`config.mk`:
```
export PLATFORM = sky130hd
export DESIGN_NAME = digit_scan_ctrl
export DESIGN_NICKNAME = d
export VERILOG_FILES = /design/src/rtl/display_pkg.sv /design/src/rtl/digit_pick.sv /design/src/rtl/digit_scan_ctrl.sv
export SDC_FILE = /design/constraint.sdc
export NUM_CORES = 1
export LEC_CHECK = 0
export ABC_CLOCK_PERIOD_IN_PS = 2300
export CORE_MARGIN = 2
export CORE_UTILIZATION = 40
export CTS_CLUSTER_SIZE = 14
export DETAILED_ROUTE_END_ITERATION = 16
export PLACE_DENSITY_LB_ADDON = 0.12
export SETUP_SLACK_MARGIN = 0.2
export SLEW_MARGIN = 20
export SYNTH_ARGS = -nofsm -noshare
export SYNTH_HDL_FRONTEND = slang
export SYNTH_HIERARCHICAL = 1
export SYNTH_SLANG_ARGS = --single-unit
```
`constraint.sdc`:
```
create_clock -name clk -period 2.3 [get_ports clk]
set_clock_uncertainty 0.1 [all_clocks]
set_input_delay 0.46 -clock clk [delete_from_list [all_inputs] [get_ports clk]]
set_output_delay 0.46 -clock clk [all_outputs]
set_load 0.1 [all_outputs]
```
`src/rtl/display_pkg.sv`:
```
// rtl/display_pkg.sv - shared types, select codes and helpers for the digit scan path
// Contents:
//   state_t     scan FSM state (IDLE / BLANK / DRIVE)
//   SEL_D0..D3  4:1 nibble mux select codes, Gray ordered (00/01/11/10)
//   idx_to_sel  maps a digit index 0..3 to its mux select code
package display_pkg;

    typedef enum logic [1:0] {
        ST_IDLE  = 2'b00,
        ST_BLANK = 2'b01,
        ST_DRIVE = 2'b10
    } state_t;

    localparam logic [1:0] SEL_D0 = 2'b00;
    localparam logic [1:0] SEL_D1 = 2'b01;
    localparam logic [1:0] SEL_D2 = 2'b11;
    localparam logic [1:0] SEL_D3 = 2'b10;

    function automatic logic [1:0] idx_to_sel(input logic [1:0] idx);
        logic [1:0] s;
        case (idx)
            2'd0:    s = SEL_D0;
            2'd1:    s = SEL_D1;
            2'd2:    s = SEL_D2;
            default: s = SEL_D3;
        endcase
        return s;
    endfunction

endpackage

```
`src/rtl/digit_pick.sv`:
```
// rtl/digit_pick.sv - rotate-priority search for the next enabled digit
// Ports:
//   cur_idx   in  2  digit currently shown; search starts at cur_idx+1
//   mask      in  4  per-digit enable mask
//   next_idx  out 2  first set bit at cur_idx+1, +2, +3, +0 (mod 4)
//   wrapped   out 1  next_idx <= cur_idx, i.e. the scan went round
//   none      out 1  mask is empty; next_idx is then meaningless
module digit_pick (
    input  logic [1:0] cur_idx,
    input  logic [3:0] mask,
    output logic [1:0] next_idx,
    output logic       wrapped,
    output logic       none
);

    logic [1:0] cand;

    // Walk the offsets from farthest to nearest so the nearest hit wins.
    always_comb begin
        next_idx = cur_idx;
        cand     = cur_idx;
        for (int k = 4; k >= 1; k--) begin
            cand = cur_idx + 2'(k);
            if (mask[cand]) begin
                next_idx = cand;
            end
        end
    end

    assign none    = (mask == 4'b0000);
    assign wrapped = (next_idx <= cur_idx);

endmodule

```
`src/rtl/digit_scan_ctrl.sv`:
```
// rtl/digit_scan_ctrl.sv - seven-segment digit multiplexer with inter-digit blanking
// Ports:
//   clk          in  1  system clock, rising edge
//   rst_n        in  1  synchronous active-low reset
//   en           in  1  scan enable; 0 darkens the display on the next clock
//   digit_en     in  4  per-digit enable mask, sampled at IDLE exit and DRIVE end
//   sel          out 2  nibble mux select (Gray: 00,01,11,10 for digits 0..3)
//   an_n         out 4  active-low anodes, bit i = digit i
//   frame_start  out 1  one-cycle pulse when a scan frame begins
import display_pkg::*;

module digit_scan_ctrl #(
    parameter int DRIVE_CYCLES = 100000,
    parameter int BLANK_CYCLES = 1000
) (
    input  logic       clk,
    input  logic       rst_n,
    input  logic       en,
    input  logic [3:0] digit_en,
    output logic [1:0] sel,
    output logic [3:0] an_n,
    output logic       frame_start
);

    localparam int MAX_CYCLES = (DRIVE_CYCLES > BLANK_CYCLES) ? DRIVE_CYCLES : BLANK_CYCLES;
    localparam int CW         = (MAX_CYCLES > 1) ? $clog2(MAX_CYCLES) : 1;
    localparam logic [CW-1:0] DRIVE_LAST = CW'(DRIVE_CYCLES - 1);
    localparam logic [CW-1:0] BLANK_LAST = CW'(BLANK_CYCLES - 1);

    state_t        state;
    logic [1:0]    cur_idx;
    logic [CW-1:0] cnt;

    logic [1:0]    pick_cur;
    logic [1:0]    next_idx;
    logic          wrapped;
    logic          none;

    // From IDLE, searching after index 3 yields the lowest enabled digit.
    assign pick_cur = (state == ST_IDLE) ? 2'd3 : cur_idx;

    digit_pick u_pick (
        .cur_idx  (pick_cur),
        .mask     (digit_en),
        .next_idx (next_idx),
        .wrapped  (wrapped),
        .none     (none)
    );

    always_ff @(posedge clk) begin
        if (!rst_n) begin
            state       <= ST_IDLE;
            cur_idx     <= 2'd0;
            cnt         <= '0;
            sel         <= SEL_D0;
            an_n        <= 4'hF;
            frame_start <= 1'b0;
        end else begin
            frame_start <= 1'b0;
            case (state)
                ST_IDLE: begin
                    an_n <= 4'hF;
                    cnt  <= '0;
                    if (en && !none) begin
                        state       <= ST_BLANK;
                        cur_idx     <= next_idx;
                        sel         <= idx_to_sel(next_idx);
                        frame_start <= 1'b1;
                    end
                end

                ST_BLANK: begin
                    if (!en) begin
                        state <= ST_IDLE;
                        an_n  <= 4'hF;
                        cnt   <= '0;
                    end else if (cnt == BLANK_LAST) begin
                        state <= ST_DRIVE;
                        an_n  <= ~(4'b0001 << cur_idx);
                        cnt   <= '0;
                    end else begin
                        cnt <= cnt + CW'(1);
                    end
                end

                ST_DRIVE: begin
                    if (!en) begin
                        state <= ST_IDLE;
                        an_n  <= 4'hF;
                        cnt   <= '0;
                    end else if (cnt == DRIVE_LAST) begin
                        // Anodes go dark together with the sel update, so a
                        // new select is never presented to a lit digit.
                        an_n <= 4'hF;
                        cnt  <= '0;
                        if (none) begin
                            state <= ST_IDLE;
                        end else begin
                            state       <= ST_BLANK;
                            cur_idx     <= next_idx;
                            sel         <= idx_to_sel(next_idx);
                            frame_start <= wrapped;
                        end
                    end else begin
                        cnt <= cnt + CW'(1);
                    end
                end

                default: begin
                    state <= ST_IDLE;
                    an_n  <= 4'hF;
                    cnt   <= '0;
                end
            endcase
        end
    end

endmodule
```
=== Word-level counts from Yosys, hierarchy flattened ===
Index checks and enable logic that the tools add are counted.

* Register bits: 28
* Output and inout bits: 7

* Muxes and demuxes: 43
* Reduce and logical (&&, ||, !) cells: 9
* Bitwise logic cells: 1
* Equal/unequal tests: 12
* $lt $le $gt $ge: 4
* Shift-type cells: 1
* Add/sub/neg operators: 4

{| class="wikitable"
|+ Operators by type and width
! kind !! number
|-
| 17-bit two-way mux || 4
|-
| 2-bit two-way mux || 17
|-
| 17-bit case mux with 2 select lines || 1
|-
| 17-bit by 1-bit adder with 17-bit output (second input constant) || 1
|-
| 17-bit by 10-bit equality test with 1-bit output (second input constant) || 1
|-
| 17-bit equality test (second input constant) || 1
|-
| 4-bit two-way mux || 4
|-
| 2-bit case mux with 3 select lines || 2
|-
| 2-bit by 3-bit less-than comparator with 1-bit output (second input constant) || 3
|-
| 1-bit two-way mux || 8
|-
| 2-bit case mux with 2 select lines || 2
|-
| 4-bit case mux with 2 select lines || 1
|-
| 1-bit binary-select mux with 2-bit select || 3
|-
| 2-bit != test (second input constant) || 3
|-
| 3-bit != test (second input constant) || 2
|-
| 5-bit AND reduction || 1
|-
| 2-bit adder (second input constant) || 2
|-
| 2-bit by 1-bit equality test with 1-bit output (second input constant) || 2
|-
| 2-bit equality test (second input constant) || 2
|-
| 2-bit logical NOT || 2
|-
| 4-bit logical NOT || 1
|-
| 4-bit NOT || 1
|-
| 1-bit by 2-bit << shifter with 4-bit output (first input constant) || 1
|-
| 3-bit AND reduction || 1
|-
| other kinds (8) || 8
|}

=== Longest topological paths before layout ===
Gate-level depths: netlist of the first run.

* Word-level depth: 14
* Mapped depth: 13

=== By module ===
The synthesis of the first run kept the hierarchy.

{| class="wikitable"
|+ Modules (own cells, without submodules)
! module !! area an instance (um^2) !! instances !! seq. area each (um^2) !! cells each
|-
| digit_scan_ctrl || 1478.9 || 1 || 560.5 || 154
|-
| digit_pick || 126.4 || 1 || 0.0 || 21
|}

=== Worst setup path before layout of the first run ===
No wires, ideal clock.

* Kind: register -> register
* From: reg state[0]
* To: reg frame_start
* Path slack: -87 ps
* Setup time: 59 ps
* Buffers on the path: 1
* Data required time: 2141 ps
* Arrival time: 2229 ps
* Stages on the path, launching flop included: 14
* Period minus slack after synthesis: 2387 ps
* Cell sequence: dfxtp_1 > inv_1 > ha_1 > or2_2 > buf_2 > a21oi_1 > a31oi_1 > a21oi_1 > ha_1 > nor2b_1 > o21ai_1 > inv_1 > nor2_1 > o211a_1

* Word-level cells in the longest chain between the ends: 13
* Elaborated cells on any way between the ends: 20
* Those cells by class: add/sub (3); order compare (1); eq/ne (1); mux (14); reduce/logical (1)

{| class="wikitable"
|+ Ends and longest elaborated chain
! item !! line !! text
|-
| from (decl) || digit_scan_ctrl.sv:30 || <nowiki>state_t state;</nowiki>
|-
| from (signal assigned) || digit_scan_ctrl.sv:52 || <nowiki>state <= ST_IDLE;</nowiki>
|-
| from (signal assigned) || digit_scan_ctrl.sv:65 || <nowiki>state <= ST_BLANK;</nowiki>
|-
| from (signal assigned) || digit_scan_ctrl.sv:74 || <nowiki>state <= ST_IDLE;</nowiki>
|-
| 2-bit logical NOT * || digit_scan_ctrl.sv:40 || <nowiki>assign pick_cur = (state == ST_IDLE) ? 2'd3 : cur_idx;</nowiki>
|-
| 2-bit two-way mux * || digit_scan_ctrl.sv:40 ||
|-
| via pick_cur[1] || digit_scan_ctrl.sv:34 || <nowiki>logic [1:0] pick_cur;</nowiki>
|-
| 2-bit adder || digit_pick.sv:23 || <nowiki>cand = cur_idx + 2'(k);</nowiki>
|-
| 1-bit binary-select mux with 2-bit select || digit_pick.sv:24 || <nowiki>if (mask[cand]) begin</nowiki>
|-
| 1-bit two-way mux (not written as such) || digit_pick.sv:24 ||
|-
| 2-bit two-way mux (2 in a row) || digit_pick.sv:24 ||
|-
| 2-bit two-way mux * || digit_pick.sv:24 ||
|-
| via next_idx[1] || digit_scan_ctrl.sv:35 || <nowiki>logic [1:0] next_idx;</nowiki>
|-
| 2-bit less-or-equal comparator * || digit_pick.sv:31 || <nowiki>assign wrapped = (next_idx <= cur_idx);</nowiki>
|-
| via wrapped || digit_scan_ctrl.sv:36 || <nowiki>logic wrapped;</nowiki>
|-
| 1-bit two-way mux * || digit_scan_ctrl.sv:96 || <nowiki>if (none) begin</nowiki>
|-
| 1-bit two-way mux * || digit_scan_ctrl.sv:91 || <nowiki>end else if (cnt == DRIVE_LAST) begin</nowiki>
|-
| 1-bit two-way mux * || digit_scan_ctrl.sv:87 || <nowiki>if (!en) begin</nowiki>
|-
| 1-bit case mux with 2 select lines * || digit_scan_ctrl.sv:60 || <nowiki>case (state)</nowiki>
|-
| to (signal assigned) || digit_scan_ctrl.sv:102 || <nowiki>frame_start <= wrapped;</nowiki>
|-
| to (decl) || digit_scan_ctrl.sv:22 || <nowiki>output logic frame_start</nowiki>
|}

The timed path passes the listed nets; every way through them passes the cells marked *. The select of a mux whose other input is x is not followed.
A chain may end at the register's enable or synchronous reset.

=== Final worst setup path of the first run ===
* From: reg state[1]
* To: reg frame_start

Same word-level chain as after synthesis.

==> results of run 1 <==
[registers in the layout, summed over array words and instances (netlist names)]
register and cells:
cnt 17, an_n 4, cur_idx 2, sel 2
state 2, frame_start 1
[worst reg2reg max path, cell delays in order (launching register included)]
cell     delay (ps)
dfxtp_2         350
inv_2            50
ha_4            160
or2_4           280
inv_1            90
a31oi_2         100
a21oi_2         200
ha_1            270
nor2b_1         140
o21ai_1         120
inv_1            60
nor2_2           70
o211a_1         130
[timing repair]
item | 4_1_cts | 5_1_grt
pin swaps | 9 | 3
setup endpoints to repair | 13 | 22
setup buffers | 5 | 2
resized for setup | 5 | 3
[cell type report]
class,instances,area share (%)
clock buffer,4,2.80
inverter,7,1.34
multi-input combinational,133,53.3
sequential,28,28.6
tap,50,3.18
timing repair buffer,26,10.7
[worst paths after layout]
path / start / end / slack (ps) / cells after the start
worst min register to register: cnt[0]$_SDFF_PN0_ / cnt[0]$_SDFF_PN0_ / 360 / 1
worst max register to register: state[1]$_SDFFE_PN0P_ / frame_start$_SDFF_PN0_ / 140 / 12
worst min-delay path: cnt[0]$_SDFF_PN0_ / cnt[0]$_SDFF_PN0_ / 360 / 1
worst max-delay path: state[1]$_SDFFE_PN0P_ / frame_start$_SDFF_PN0_ / 140 / 12
[logic make-up after synthesis]
family / Yosys count / share of synthesized area (%)
and+or+nand+nor: 84 / 32.3
DFF: 28 / 34.9
AOI/OAI and AO/OA: 19 / 9.04
buffers and inverters: 14 / 4.36
xor gates and xnor gates: 11 / 6.00
muxes: 10 / 6.31
adders and majority gates: 9 / 7.01
[power groups by stage]
stage	clock, mW	sequential (mW)	combinational, mW
global placement	0	0.530	0.294
CTS	0.316	0.518	0.347
detailed placement	0	0.531	0.308
finish	0.299	0.518	0.356
floorplan	0	0.595	0.173
global route	0.329	0.521	0.390
[per-stage QoR]
step           instance area (sq um)  worst slack [ps]  total power [mW]
6_report                        1970               135              1.17
4_1_cts                         1930               179              1.18
5_1_grt                         1970              20.6              1.24
3_3_place_gp                    1810             -35.8             0.825
2_1_floorplan                   1640               159             0.768
3_5_place_dp                    1810              -129             0.839
[cells in the final DEF, fill, tap and decap left out, types with 3 or more instances in the layout]
cell type        instances
dfxtp_1                 26
buf_4                   20
nand2_1                 18
nor3_1                  16
mux2i_1                  9
xor2_1                   7
ha_1                     7
nor2b_1                  6
o21ai_0                  6
nand4_1                  6
nand3_1                  6
clkdlybuf4s50_1          6
inv_1                    5
or3_1                    5
nor3b_1                  4
a211oi_1                 4
xnor2_1                  4
clkbuf_8                 4
a21oi_2                  3
[layer usage]
layer	track usage, %	vias up
li1	-	678
met1	20.3	628
met2	29.5	9
met3	2.67	6
met4	7.40	0
met5	0	-
==> impl_metrics.csv, run 1 <==
group,metric,value,unit
pwr,sequentialPowerShare,44.2,%
routing,wl_per_cell,13.6,um
grt,grt_pass1_wl,5820,um
setup_path,start_kind,"register",
routing,top_layer,"met4",
clock_network,htreeDepth,1,
sta,fin_crit_sh,94.1,%
pwr,switchingPower,369,uW
synthesis,synth_edf_count,0,
routing,drc,0,
clock_network,clk_latency,270,ps
synthesis,synth_ff_type,"dfxtp_1",
synthesis,yosysWarnings,6,
routing,met3_length,45,um
grt,grt_max_degree,18,
routing,met1Wirelength,1490,um
synthesis,syn_area,1610,sq um
synthesis,netlist_top_cells_count,"dfxtp_1, nand2_1, nor3_1",
cells_and_area,multi_input_area,1050,sq um
synthesis,synth_area_per_cell,9.17,sq um
setup_path,path_max_fanout,4,
synthesis,synth.area.top_cells,"dfxtp_1, ha_1, mux2i_1",
sta,min_period,2160,ps
sta,tns,0,ps
setup_path,crit_buf_inv,3,
setup_path,crit_type,"reg -> reg",
floorplanning,rows,23,
sta,rsz0062_at_grt,"true",
synthesis,synthCells,175,
setup_path,slowest_stage,"dfxtp_2",
cells_and_area,finalNonFillerCells,248,
pwr,p_leak,0.735,nW
setup_path,cp_common_cell,"inv_1",
grt,antenna_found_initial,0,
cells_and_area,diodes,0,
clock_network,cts_hold_buf,0,
clock_network,cts_buffers,3,
setup_path,crit_path_max_incr_delay,350,ps
synthesis,async_flop_share,0,%
sta,fmax,462,MHz
setup_path,cp-end-kind,"register",
synthesis,netlist.area_leader.share,34.9,%
synthesis,syn_nets,191,
placement,detailed_place_hpwl,2510,um
cells_and_area,drive_above_1_share,24.7,%
routing,viasPerCell,5.33,
synthesis,post-synth-top-area-cell,"dfxtp_1",
hold_path,hold_class,"reg -> reg",
sta,tightestPinTransition,597,ps
synthesis,ys_types,44,
cells_and_area,synthToLayoutAreaGrowth,22.4,%
clock_network,cts_buffer_depth,2,
floorplanning,core-area,3940,sq um
routing,wl,3370,um
pwr,clkPwrFrac,25.5,%
sta,maxSlewViolCount,0,
placement,post-place-cells,237,
floorplanning,pin_count,14,
grt,overflow,0,
pwr,power_frac_comb,30.3,%
placement,io_buffers,13,
routing,drt_iter0_drc,33,
grt,grt_pass1_vias,1279,
floorplanning,fp.dieW,67.4,um
sta,hold-worst-slack,361,ps
setup_path,crit_family,"compound AO/OA/AOI/OAI gates",
cells_and_area,seq_area,563,sq um
routing,dr.pass1.iters,4,
clock_network,clock_sink_count,28,
synthesis,ys_seq_area_share,34.9,%
pwr,p_sw_share,31.5,%
routing,dr_wl_met2,1790,um
pwr,internal_power,804,uW
routing,antenna_left,0,
run,maxCapViolCount,0,
setup_path,crit_arrival,2290,ps
floorplanning,start_util,40.7,%
pwr,powerDensity,597,nW/um^2
sta,finalSetupViolCount,0,
sta,slew-limit-headroom,60.1,%
floorplanning,die_h,67.4,um
sta,hold_viol_final,0,
synthesis,ys_ff_latch,28,
routing,via_count,1321,
outcome,status,"completed",
pwr,ir_drop,0.364,mV
synthesis,synth.most_common_cell,"dfxtp_1",
clock_network,cts_root_buffer,"clkbuf_8",
cells_and_area,utilization,49.9,%
clock_network,cts_tree,"built",
cells_and_area,fill_cells,355,
setup_path,path_cells,"inv_2 -> ha_4 -> or2_4 -> inv_1 -> a31oi_2 -> a21oi_2 -> ha_1 -> nor2b_1 -> o21ai_1 -> inv_1 -> nor2_2 -> o211a_1",
setup_path,worstPathRequired,2420,ps
placement,place_congestion,0.796,
floorplanning,dieArea,4540,sq um
cells_and_area,num-nets-final,215,
clock_network,path_clk_slew,90,ps
grt,grt_use_total,16.9,%
(Power assumes the default switching activity.)
==> run 2: changes to the inputs <==
--- a/config.mk
+++ b/config.mk
@@ -12,7 +12,6 @@
 export DETAILED_ROUTE_END_ITERATION = 16
 export PLACE_DENSITY_LB_ADDON = 0.12
 export SETUP_SLACK_MARGIN = 0.2
-export SLEW_MARGIN = 20
 export SYNTH_ARGS = -nofsm -noshare
 export SYNTH_HDL_FRONTEND = slang
 export SYNTH_HIERARCHICAL = 1
==> results of run 2 <==
Same layout as run 1: the final DEF is identical, and so are final timing and power.
